[src/rtl/adder_pipe.sv]
// adder_pipe: pipelined two's-complement adder/subtractor with a valid/ready
// handshake and status flags. Operands are split into SEG-bit segments; each
// stage resolves one segment and registers its carry for the next stage.
// An input register level captures the operand set, followed by STAGES
// segment stages; the last stage writes the output register, so a result
// appears STAGES clock edges after its operands are accepted.
// Optional feature: define ADDER_PIPE_SAT_EN to clamp the sum on signed
// overflow instead of wrapping.
module adder_pipe #(
  parameter int WIDTH = 30,
  parameter int SEG   = 8
) (
  input  logic             clk,
  input  logic             reset_n,
  input  logic             in_valid,
  output logic             in_ready,
  input  logic [WIDTH-1:0] a,
  input  logic [WIDTH-1:0] b,
  input  logic             cin,
  input  logic             sub,
  output logic             out_valid,
  input  logic             out_ready,
  output logic [WIDTH-1:0] sum,
  output logic             cout,
  output logic             overflow,
  output logic             zero,
  output logic             negative
);

  localparam int STAGES = (WIDTH + SEG - 1) / SEG;
  localparam int L      = STAGES - 1;
  localparam int WW     = WIDTH + 1;

  // Level k holds an entry waiting for segment k to be resolved. Operands
  // travel unchanged (b already inverted for subtract); lv_s accumulates the
  // completed lower sum segments.
  logic [WIDTH-1:0] lv_a [STAGES];
  logic [WIDTH-1:0] lv_b [STAGES];
  logic [WIDTH-1:0] lv_s [STAGES];
  logic             lv_c [STAGES];
  logic             lv_v [STAGES];

  logic [WIDTH-1:0] nx_s [STAGES];
  logic             nx_c [STAGES];

  logic [WIDTH-1:0] fin_sum;
  logic             fin_ovf;

  logic [WIDTH-1:0] r_sum;
  logic             r_cout;
  logic             r_ovf;
  logic             r_zero;
  logic             r_neg;

  logic             adv;

  // The whole pipe moves together; it stalls only when a result is waiting
  // and the consumer refuses it.
  assign adv      = !out_valid || out_ready;
  assign in_ready = adv;

  // Per-stage segment ripple; the last segment may be narrower than SEG.
  always_comb begin
    logic [WW-1:0] mask;
    logic [WW-1:0] x;
    logic [WW-1:0] y;
    logic [WW-1:0] t;
    logic [WW-1:0] placed;
    logic [WW-1:0] carry_v;
    int            lo;
    int            w;
    mask    = '0;
    x       = '0;
    y       = '0;
    t       = '0;
    placed  = '0;
    carry_v = '0;
    lo      = 0;
    w       = 0;
    for (int k = 0; k < STAGES; k++) begin
      lo        = k * SEG;
      w         = (k == L) ? (WIDTH - lo) : SEG;
      mask      = {WW{1'b1}} >> (WW - w);
      x         = ({1'b0, lv_a[k]} >> lo) & mask;
      y         = ({1'b0, lv_b[k]} >> lo) & mask;
      t         = x + y + {{WIDTH{1'b0}}, lv_c[k]};
      carry_v   = t >> w;
      nx_c[k]   = carry_v[0];
      placed    = (t & mask) << lo;
      nx_s[k]   = lv_s[k] | placed[WIDTH-1:0];
    end
  end

  // Final flags: signed overflow when both addends share a sign that the
  // result does not (equivalent to carry-in XOR carry-out of the MSB).
  always_comb begin
    fin_sum = nx_s[L];
    fin_ovf = (lv_a[L][WIDTH-1] == lv_b[L][WIDTH-1]) &&
              (nx_s[L][WIDTH-1] != lv_a[L][WIDTH-1]);
`ifdef ADDER_PIPE_SAT_EN
    if (fin_ovf) begin
      fin_sum = lv_a[L][WIDTH-1] ? {1'b1, {(WIDTH-1){1'b0}}}
                                 : {1'b0, {(WIDTH-1){1'b1}}};
    end
`else
    fin_sum = nx_s[L];
`endif
  end

  // Valid bits: cleared by reset so no in-flight entry survives it.
  always_ff @(posedge clk) begin
    if (!reset_n) begin
      for (int k = 0; k < STAGES; k++) begin
        lv_v[k] <= 1'b0;
      end
      out_valid <= 1'b0;
    end else if (adv) begin
      lv_v[0] <= in_valid;
      for (int k = 1; k < STAGES; k++) begin
        lv_v[k] <= lv_v[k-1];
      end
      out_valid <= lv_v[L];
    end
  end

  // Data path registers: no reset needed, outputs are masked by out_valid.
  always_ff @(posedge clk) begin
    if (adv) begin
      lv_a[0] <= a;
      lv_b[0] <= sub ? ~b : b;
      lv_c[0] <= sub | cin;
      lv_s[0] <= '0;
      for (int k = 1; k < STAGES; k++) begin
        lv_a[k] <= lv_a[k-1];
        lv_b[k] <= lv_b[k-1];
        lv_s[k] <= nx_s[k-1];
        lv_c[k] <= nx_c[k-1];
      end
      r_sum  <= fin_sum;
      r_cout <= nx_c[L];
      r_ovf  <= fin_ovf;
      r_zero <= (fin_sum == '0);
      r_neg  <= fin_sum[WIDTH-1];
    end
  end

  // Outputs read as zero whenever no result is present.
  assign sum      = out_valid ? r_sum : '0;
  assign cout     = out_valid & r_cout;
  assign overflow = out_valid & r_ovf;
  assign zero     = out_valid & r_zero;
  assign negative = out_valid & r_neg;

endmodule

[config.mk]
export PLATFORM = sky130hd
export DESIGN_NAME = adder_pipe
export DESIGN_NICKNAME = d
export VERILOG_FILES = /design/src/rtl/adder_pipe.sv
export SDC_FILE = /design/constraint.sdc
export NUM_CORES = 1
export LEC_CHECK = 0
export CAP_MARGIN = 15
export CORE_AREA = 2 2 130 132
export DETAILED_ROUTE_END_ITERATION = 16
export DIE_AREA = 0 0 132 134
export PLACE_DENSITY = 0.78
export SYNTH_ARGS = -nofsm -noshare
export SYNTH_HDL_FRONTEND = slang
export SYNTH_SLANG_ARGS = --single-unit
export TNS_END_PERCENT = 10
[constraint.sdc]
create_clock -name clk -period 17.1 [get_ports clk]
set_input_delay 3.42 -clock clk [delete_from_list [all_inputs] [get_ports clk]]
set_output_delay 3.42 -clock clk [all_outputs]
set_load 0.005 [all_outputs]
==> metrics.md, run 1 <==
| Metric | Value |
|---|---|
| Number of distinct library cells after synthesis | 39 |
| Slew Viols, Final | 0 |
| Pwr/cell area | ~120 nW/um^2 |
| Setup-failing EPs final | 0 |
| Final Hold Fails | 0 |
| Final HPWL DP | 8.150 mm |
| Total CTS buffers | 23 |
| Clk_lat worst skew | roughly 500 ps |
| GRT overflow | 0 |
| Worst setup path start | out_ready |
| Flop2flop setup slack | 13,570 ps |
| Count of flip-flops with a built-in enable after synthesis | between 200 and 250 |
| Pleak | between 4 and 5 nW |
| Vias in the first global route | ~4,200 |
| Final-stage net count | 704 |
| Relative slew slack | 29.46% |
| Max IR drop VDD | roughly 91 uV |
| Post-Syn Nets | roughly 580 |
| Clk sinks | ~230 |
| CTS root buf | clkbuf_16 |
| Gr usage total | 14.48% |
| Final setup skew | approximately 13 ps |
| Commonest cells post-synth | edfxtp_1, xor2_1, and2_1 |
| HP Class | flop to flop |
| Async SR Flop Fraction | 0% |
| Post-CTS setup repair buffer count | 0 |
| Fmax | 115.7 MHz |
| DRC | 0 |
| Area Overhead vs Synth | 21.59% |
| DR vias | 4,113 |
| R2r worst-path depth | 4 |
| Initial antenna violation count | 0 |
| Final Non-Filler Cells | about 840 |
| Util after Layout | between 60 and 70% |
| CTS tree | built |
| Worst Path Required | 13,680 ps |
| Die area | between 15,000 and 20,000 sq um |
| Core ar. | 16,290 sq um |
| Buffers on Ports | ~100 |
| FP Rows | 47 |
| CP max FO | 60 |
| Hold-fix buffers, CTS | 0 |
| Top post-synthesis cells by area | edfxtp_1, xor2_1, ha_1 |
| Reg-to-Reg End | lv_b[0][7] |
| Crit. End Element | primary output |
| Bufs on Longest Clock Path | 3 |
| Seq/Total Area, Yosys | about four fifths |
| FF-to-FF Start | out_valid |
| I/O pins | between 100 and 150 |
| Antenna diode count | 0 |
| Resized Gates After CTS | 0 |
| Worst-Margin Slew | 1058 ps |
| Synth top area share | 78.24% |
| Outcome | finished, final reports clean |
| DR iter-0 viols | 225 |
| Initial core utilization | 54.19% |
| Placer Congestion | 0.7473 |
| H-tree depth | 1 |
| Post-DP Area | roughly 10,000 sq um |
| WL/cell | between 10 and 15 um |
| Number of warnings issued by yosys | 0 |
| MaxCap Viol Count | 0 |
| First-pass GRT wire length | approximately 21 mm |
| Final instance area | 10,730 sq um |
| Worst-path clk slew | roughly 60 ps |
| Fill cells | between 1,000 and 1,500 |
| Hold path depth | 0 |
| CP arrival | roughly 5200 ps |
| Primary FF master, synth | edfxtp_1 |
| RSZ-0062 raised after global routing | no |
| Cells after Synth | between 400 and 500 |
| Vias per inst | between 4 and 5 |
| Total Power | 0.001330 W |
| Syn Area/Cell | around 18 sq um |
| Period utilization | between 50% and 60% |
| Critical path endpoint | in_ready |
| Die W | 132 um |
| Worst setup SP type | input pin |
| #FFs+latches synth | 234 |
| Fin crit period | 8641 ps |
| Largest area contributor in the netlist | edfxtp_1 |
| Largest net degree at the start of global routing | 90 |
| Drt pass-1 iters | 4 |
| Kind of critical path | input pin to primary output |
| Die Y | between 100 and 150 um |
| Fraction of layout cells with a size suffix above 1 | under 10% |
| Top-count cell post-synth | edfxtp_1 |
| Final wirelength | approximately 12 mm |
| Post-synthesis cell area | 8827 sq um |
| DRT antenna net count | 0 |
| Cell count after placement | 800 |
| Final setup TNS | 0 ps |
layout by cell type (no fill, tap or decap), types with 3 or more instances in the layout:
cell	netlist	layout
o21ai_0	4	4
nand2_1	15	15
xor2_1	40	40
clkbuf_16	0	23
o21bai_1	3	3
nor4_1	7	7
o211ai_1	3	3
a211oi_1	4	4
a21boi_0	3	3
a21oi_1	9	9
dfxtp_1	4	4
inv_1	22	21
clkdlybuf4s50_1	0	100
fa_1	7	7
nor2_1	12	12
nand3_1	7	7
clkbuf_1	4	10
nor2b_1	4	4
xnor2_1	13	13
and2_1	34	34
edfxtp_1	230	230
ha_1	26	26
nor3_1	9	9
metrics by stage:
stage / hold WS, ps / setup WS [ps]
6_report: 412.7 / 8459
5_1_grt: 414.5 / 8362
4_1_cts: 409.7 / 8454
3_5_place_dp: 404.5 / 8467
3_3_place_gp: 400.6 / 8501
2_1_floorplan: 400.3 / 5672
worst min-delay path by stage:
stage                      from          end  slack [ps]
finish              lv_a[0][15]  lv_a[1][15]         410
detailed placement  lv_a[0][22]  lv_a[1][22]         400
floorplan           lv_a[0][10]  lv_a[1][10]         400
CTS                  lv_s[1][1]   lv_s[2][1]         410
global placement    lv_s[2][14]  lv_s[3][14]         400
global route        lv_a[0][15]  lv_a[1][15]         410
metal layers:
metal  track usage, %  vias to the layer above  wire length, um
li1                 -                     2041                -
met1            18.79                     1938             5305
met2            24.86                      110             6215
met3            2.759                       24              655
met4            4.891                        0              252
met5                0                        -                0
critical path: stages:
cell,delay [ps]
clkdlybuf4s50_1,400
nor2b_1,530
inv_8,290
clkdlybuf4s50_1,540
flip-flops by register name, indices dropped and copies added, names as in the netlist, 4 cells and up:
register / flops
lv_b: 72
lv_a: 72
lv_s: 48
r_sum: 29
lv_v: 4
lv_c: 4
where the power goes:
group	switching, W	leakage, nW	internal, W
clock network	0.000187	0.311	0.000247
logic	0.0000539	1.24	0.0000547
registers	0.0000346	2.47	0.000753
kinds of logic (layout without fill, tap and decap cells):
kind of cell    after synthesis  in the layout  share of synthesized area (%)
fa+ha+maj                    33             33                          5.273
compound gates               35             35                          2.636
buf+inv                      30            163                          1.361
xor+xnor                     53             53                          5.259
flops                       234            234                          79.15
simple gates                100            100                          6.321
layout make-up:
class	count	area (sq um)	area share [%]
multi-input combinational	221	1720	16.03
sequential	234	6987	65.10
inverter	22	90.09	0.8394
timing repair buffer	103	1021	9.513
clock buffer	33	613.1	5.712
clock inverter	5	26.28	0.2448
tap	220	275.3	2.565
(Power assumes the default switching activity.)
==> run 2: changes to the inputs <==
- clock period: 17.1 -> 8.3 ns (I/O delays scaled with it)
==> run 2 against run 1 <==
Against the previous run: clock power is 110% higher; power increased by 110%; count of clock-buffer cells in the layout fell by 7; design area increased by 0.30%; worst hold slack worse by 1.2 ps; final cell count down 0.12%; non-clock buffer count did not move; critical endpoint unchanged; largest power group unchanged.
==> metrics.md, run 2 (synthesized netlist as in run 1, its figures left out) <==
| Metric | Value |
|---|---|
| Pleak | 4.026 nW (+0.18%) |
| Psw | 0.0005761 W (+110%) |
| Final setup TNS | 0 ps (unchanged) |
| Final HPWL DP | 8.257 mm (+1.3%) |
| Final wirelength | 12.32 mm (-0.89%) |
| HP Class | flop to flop |
| Hold-fix buffers, CTS | 0 (unchanged) |
| Total CTS buffers | 23 (unchanged) |
| Clk sinks | 234 (unchanged) |
| Relative slew slack | 29.79% (+0.33 points) |
| H-tree depth | 1 (unchanged) |
| Final setup skew | 13.28 ps (+0.7393 ps) |
| Worst-Margin Slew | 1053 ps (-4.898 ps) |
| Hold path depth | 0 (unchanged) |
| Largest net degree at the start of global routing | 91 (+1.1%) |
| CP arrival | 3490 ps (-1730 ps) |
| Switching Share | 20.77% (+0.074 points) |
| Clock network fraction of total power | 33.5% (+0.9 points) |
| R2r worst-path depth | 4 (unchanged) |
| Area Overhead vs Synth | 21.96% |
| Most frequent cells in the layout | edfxtp_1, clkdlybuf4s50_1, xor2_1, and2_1, ha_1 |
| Post-CTS setup repair buffer count | 0 (unchanged) |
| DRT antenna net count | 0 (unchanged) |
| Bufs on Longest Clock Path | 3 (unchanged) |
| CP max FO | 59 (-1.7%) |
| Worst setup SP type | input pin |
| FP Rows | 47 (unchanged) |
| Max IR drop VDD | 162.2 uV (+78%) |
| Final-stage net count | 704 (unchanged) |
| Fraction of layout cells with a size suffix above 1 | 6.321% (+0.50 points) |
| Pwr/cell area | 257.7 nW/um^2 (+110%) |
| CTS root buf | clkbuf_16 |
| Vias per inst | 4.912 (about the same) |
| WL/cell | 14.72 um (-0.77%) |
| Fmax | 194.2 MHz |
| Worst Path Required | 6640 ps (-7040 ps) |
| FF/Latch Area | 6987 sq um (unchanged) |
| Place WS | 3162 ps (-5305 ps) |
| CTS tree | built |
| Share of power burned in registers | 58.5% (-0.7 points) |
| Period utilization | 62.04% |
| Final Hold Fails | 0 (unchanged) |
| Gr usage total | 14.13% (-0.35 points) |
| Clk_lat worst skew | 500 ps (about the same) |
| Worst-path clk slew | 60 ps (about the same) |
| Fill cells | 1,081 (-1.5%) |
| Initial antenna violation count | 0 (unchanged) |
| Most common cell after layout, fill and taps aside | edfxtp_1 |
| Vias in the first global route | 4,050 (-4.3%) |
| Crit. End Element | primary output |
| Drt pass-1 iters | 4 (unchanged) |
| Kind of critical path | input pin to primary output |
| Fin crit period | a little over 5000 ps |
| DR vias | 4,111 (-0.049%) |
| DR iter-0 viols | 248 (+10%) |
| Outcome | finished, final reports clean |
| First-pass GRT wire length | 20.04 mm (-3.0%) |
| Combinational share of power | 8.0% (-0.2 points) |
| Biggest regs | lv_a x72, lv_b x72, lv_s x48 |
| Resized Gates After CTS | 0 (unchanged) |
| Area of the multi-input gates | 1720 sq um (unchanged) |
| Die W | 132 um (unchanged) |
| Slew Viols, Final | 0 (unchanged) |
| DRC | 0 (unchanged) |
| Initial core utilization | 54.19% (unchanged) |
| Internal cell power | 0.002198 W (+110%) |
| Die area | 17,690 sq um (unchanged) |
| I/O pins | 102 (unchanged) |
| Antenna diode count | 0 (unchanged) |
| GRT overflow | 0 (unchanged) |
| Die Y | 134 um (unchanged) |
| RSZ-0062 raised after global routing | no |
| Buffers on Ports | 101 (unchanged) |
| Smallest setup slack after layout | 3151 ps (-5308 ps) |
| Setup-failing EPs final | 0 (unchanged) |
| Placer Congestion | 0.7695 (+3.0%) |
| MaxCap Viol Count | 0 (unchanged) |
| Core ar. | 16,290 sq um (unchanged) |
[run 2: changes by cell type in the layout (fill, tap and decap cells not counted), sizes merged]
| cell | before | now |
|---|---|---|
| bufinv | 0 | 1 |
| clkbuf | 33 | 26 |
| clkinv | 4 | 6 |
| clkinvlp | 0 | 3 |
[run 2: critical path, stage by stage]
cell	delay [ps]
clkdlybuf4s50_1	400
nor2b_1	550
inv_8	290
clkdlybuf4s50_1	560
[run 2: path summary, 6_finish.rpt]
check / startpoint / endpoint / slack, ps
max: out_ready / in_ready / 3150
min: lv_b[0][20] / lv_b[1][20] / 410
max reg2reg: out_valid / lv_b[0][7] / 4770
min reg2reg: lv_b[0][20] / lv_b[1][20] / 410
[run 2: layer usage]
metal	track usage (%)	routed length (um)
met5	0	0
met4	5.616	308
met3	2.646	677
met2	23.81	6055
met1	18.39	5276
[run 2: area by class of cell]
type | instances | area share, %
Clock buffer | 26 | 5.451
Sequential cell | 234 | 64.90
Tap cell | 220 | 2.557
Inverter | 22 | 0.8368
Clock inverter | 11 | 0.7903
Multi-Input combinational cell | 221 | 15.98
Timing Repair Buffer | 103 | 9.484
[run 2: stage by stage]
stage	std cells	total power (W)	hold slack, ps	util, %	instance area (sq um)
after floorplan	485	0.001762	400.3	-	8827
final	837	0.002774	411.5	66.09	10770
after global routing	837	0.002890	417.3	66.09	10770
after global placement	800	0.001847	401.5	61.96	10090
after CTS	837	0.002801	414.5	66.09	10770
after detailed placement	800	0.001871	404.5	61.96	10090
[run 2: power groups by stage]
stage / Clock [W] / Combinational [W] / Sequential, W
floorplan: 0 / 0.000148 / 0.00161
global placement: 0 / 0.000211 / 0.00164
detailed placement: 0 / 0.000222 / 0.00165
CTS: 0.000952 / 0.000224 / 0.00163
global route: 0.000995 / 0.000249 / 0.00164
finish: 0.000930 / 0.000222 / 0.00162
==> run 3: changes to the inputs <==
- CORE_AREA: 2 2 130 132 -> 2 2 136 138
- DIE_AREA: 0 0 132 134 -> 0 0 138 140
- PLACE_DENSITY: 0.78 -> 0.75
- clock period: 8.3 -> 4.57 ns (I/O delays scaled with it)
==> run 3 against run 2 <==
Against the previous run: die area is 9.2% higher; combinational power is 82% higher; power is 82% higher; core utilization is 5.4 points lower; sequential cell count stayed put; critical endpoint unchanged.
==> metrics.md, run 3 (synthesized netlist as in run 1, its figures left out) <==
| Metric | Value |
|---|---|
| R2r worst-path depth | 3 (-1) |
| Final setup skew | 12.84 ps (-0.4449 ps) |
| First-pass GRT wire length | 19.73 mm (-1.5%) |
| Total CTS buffers | 23 (unchanged) |
| Kind of critical path | flop to primary output |
| DRT antenna net count | 0 (unchanged) |
| Pleak | 4.041 nW (+0.39%) |
| Period utilization | roughly 74% |
| Clk sinks | 234 (unchanged) |
| Worst setup SP type | flop |
| Final setup TNS | 0 ps (unchanged) |
| Met2 global-route usage | 21.42% (-2.4 points) |
| Busiest grt layer | met2 |
| GRT overflow | 0 (unchanged) |
| Final-stage net count | 703 (-0.14%) |
| WL/cell | 14.36 um (-2.4%) |
| Reg-to-Reg End | lv_b[1][23] |
| MaxCap Viol Count | 0 (unchanged) |
| Worst setup path start | out_valid |
| Fin crit period | approximately 3400 ps |
| Util after Layout | 60.73% (-5.4 points) |
| Largest net degree at the start of global routing | 234 (+160%) |
| FP Rows | 49 (+4.3%) |
| Most frequent cells in the layout | edfxtp_1, clkdlybuf4s50_1, xor2_1, and2_1, ha_1 |
| H-tree depth | 1 (unchanged) |
| RSZ-0062 raised after global routing | no |
| Worst Path Required | 3660 ps (-2980 ps) |
| Post-CTS setup repair buffer count | 0 (unchanged) |
| Relative slew slack | 21.14% (-8.6 points) |
| Most common cell after layout, fill and taps aside | edfxtp_1 |
| Die W | 138 um (+4.5%) |
| Drt pass-1 iters | 4 (unchanged) |
| CTS root buf | clkbuf_16 |
| Setup-failing EPs final | 0 (unchanged) |
| Vias per inst | 4.809 (-2.1%) |
| Die Y | 140 um (+4.5%) |
| HP Class | flop to flop |
| Area Overhead vs Synth | 22.33% |
| Antenna diode count | 0 (unchanged) |
| Outcome | finished, final reports clean |
| Critical path endpoint | in_ready |
| Slew Viols, Final | 0 (unchanged) |
| Final HPWL DP | 8.090 mm (-2.0%) |
| DRC | 0 (unchanged) |
| DR vias | 4,083 (-0.68%) |
| Initial core utilization | 49.65% (-4.5 points) |
| Die area | 19,320 sq um (+9.2%) |
| Hold Startpoint | lv_b[1][21] |
| CTS tree | built |
| Fmax | approximately 290 MHz |
| I/O pins | 102 (unchanged) |
| Crit. End Element | primary output |
| Fraction of layout cells with a size suffix above 1 | 6.613% (+0.29 points) |
| Bufs on Longest Clock Path | 3 (unchanged) |
| Worst-Margin Slew | 1183 ps (+129.7 ps) |
| Hold-fix buffers, CTS | 0 (unchanged) |
| Placer Congestion | 0.7271 (-5.5%) |
| Buffers on Ports | 101 (unchanged) |
| Hold_ws | 413.7 ps (+2.237 ps) |
| CP arrival | 2490 ps (-1000 ps) |
| Core ar. | 17,780 sq um (+9.1%) |
| Clk_lat worst skew | 500 ps (about the same) |
| Biggest regs | lv_a x72, lv_b x72, lv_s x48 |
| M1 GR Usage | 16.31% (-2.1 points) |
| Vias in the first global route | 4,146 (+2.4%) |
| Flop2flop setup slack | 2200 ps (-2570 ps) |
| Worst-path clk slew | 60 ps (about the same) |
| FF-to-FF Start | out_valid |
| CP max FO | 35 (-41%) |
| Grt met3 use | 2.427% (-0.22 points) |
| DR iter-0 viols | 254 (+2.4%) |
| Final Hold Fails | 0 (unchanged) |
| Max IR drop VDD | 258.4 uV (+59%) |
| Pwr/cell area | 467.1 nW/um^2 (+81%) |
| Final wirelength | 12.19 mm (-1.0%) |
| Resized Gates After CTS | 0 (unchanged) |
| Initial antenna violation count | 0 (unchanged) |
| Gr usage total | 12.57% (-1.6 points) |
==> run 3: metal layers <==
| layer | up-vias | share of wire (%) |
|---|---|---|
| li1 | 2035 | - |
| met1 | 1925 | 43 |
| met2 | 111 | 50 |
| met3 | 12 | 5.0 |
| met4 | 0 | 1.7 |
| met5 | - | 0 |
==> run 3: critical path, stage by stage (launching register included) <==
cell             delay (ps)
dfxtp_1                 880
nor2b_4                 390
clkinvlp_4              150
clkdlybuf4s50_1         570
==> run 3: how the worst min path moves through the flow <==
stage | to | cells past startpoint
2_1_floorplan | lv_a[1][10] | 0
3_3_place_gp | lv_s[3][14] | 0
3_5_place_dp | lv_a[1][16] | 0
4_1_cts | lv_b[3][29] | 0
5_1_grt | lv_b[2][21] | 0
6_report | lv_b[2][21] | 0
==> run 3: power breakdown <==
part / internal [W] / switching (W)
clock network: 0.000985 / 0.000712
logic: 0.000204 / 0.000200
registers: 0.00282 / 0.000126
==> run 3: area by class of cell <==
class / instances / area, sq um
clock buffer: 30 / 601.8
clock inverter: 11 / 82.58
fill: 1264 / 6982
inverter: 22 / 86.33
multi-input combinational: 221 / 1728
sequential: 234 / 6987
tap: 229 / 286.5
timing repair buffer: 102 / 1026
==> run 3: per-stage QoR <==
stage / setup slack [ps] / total power [W] / cell area (sq um) / cells
floorplan: -390.6 / 0.003200 / 8838 / 485
global placement: 1344 / 0.003359 / 10110 / 808
detailed placement: 1347 / 0.003398 / 10110 / 808
CTS: 1099 / 0.005105 / 10800 / 849
global route: 947.7 / 0.005267 / 10800 / 849
finish: 1169 / 0.005044 / 10800 / 849
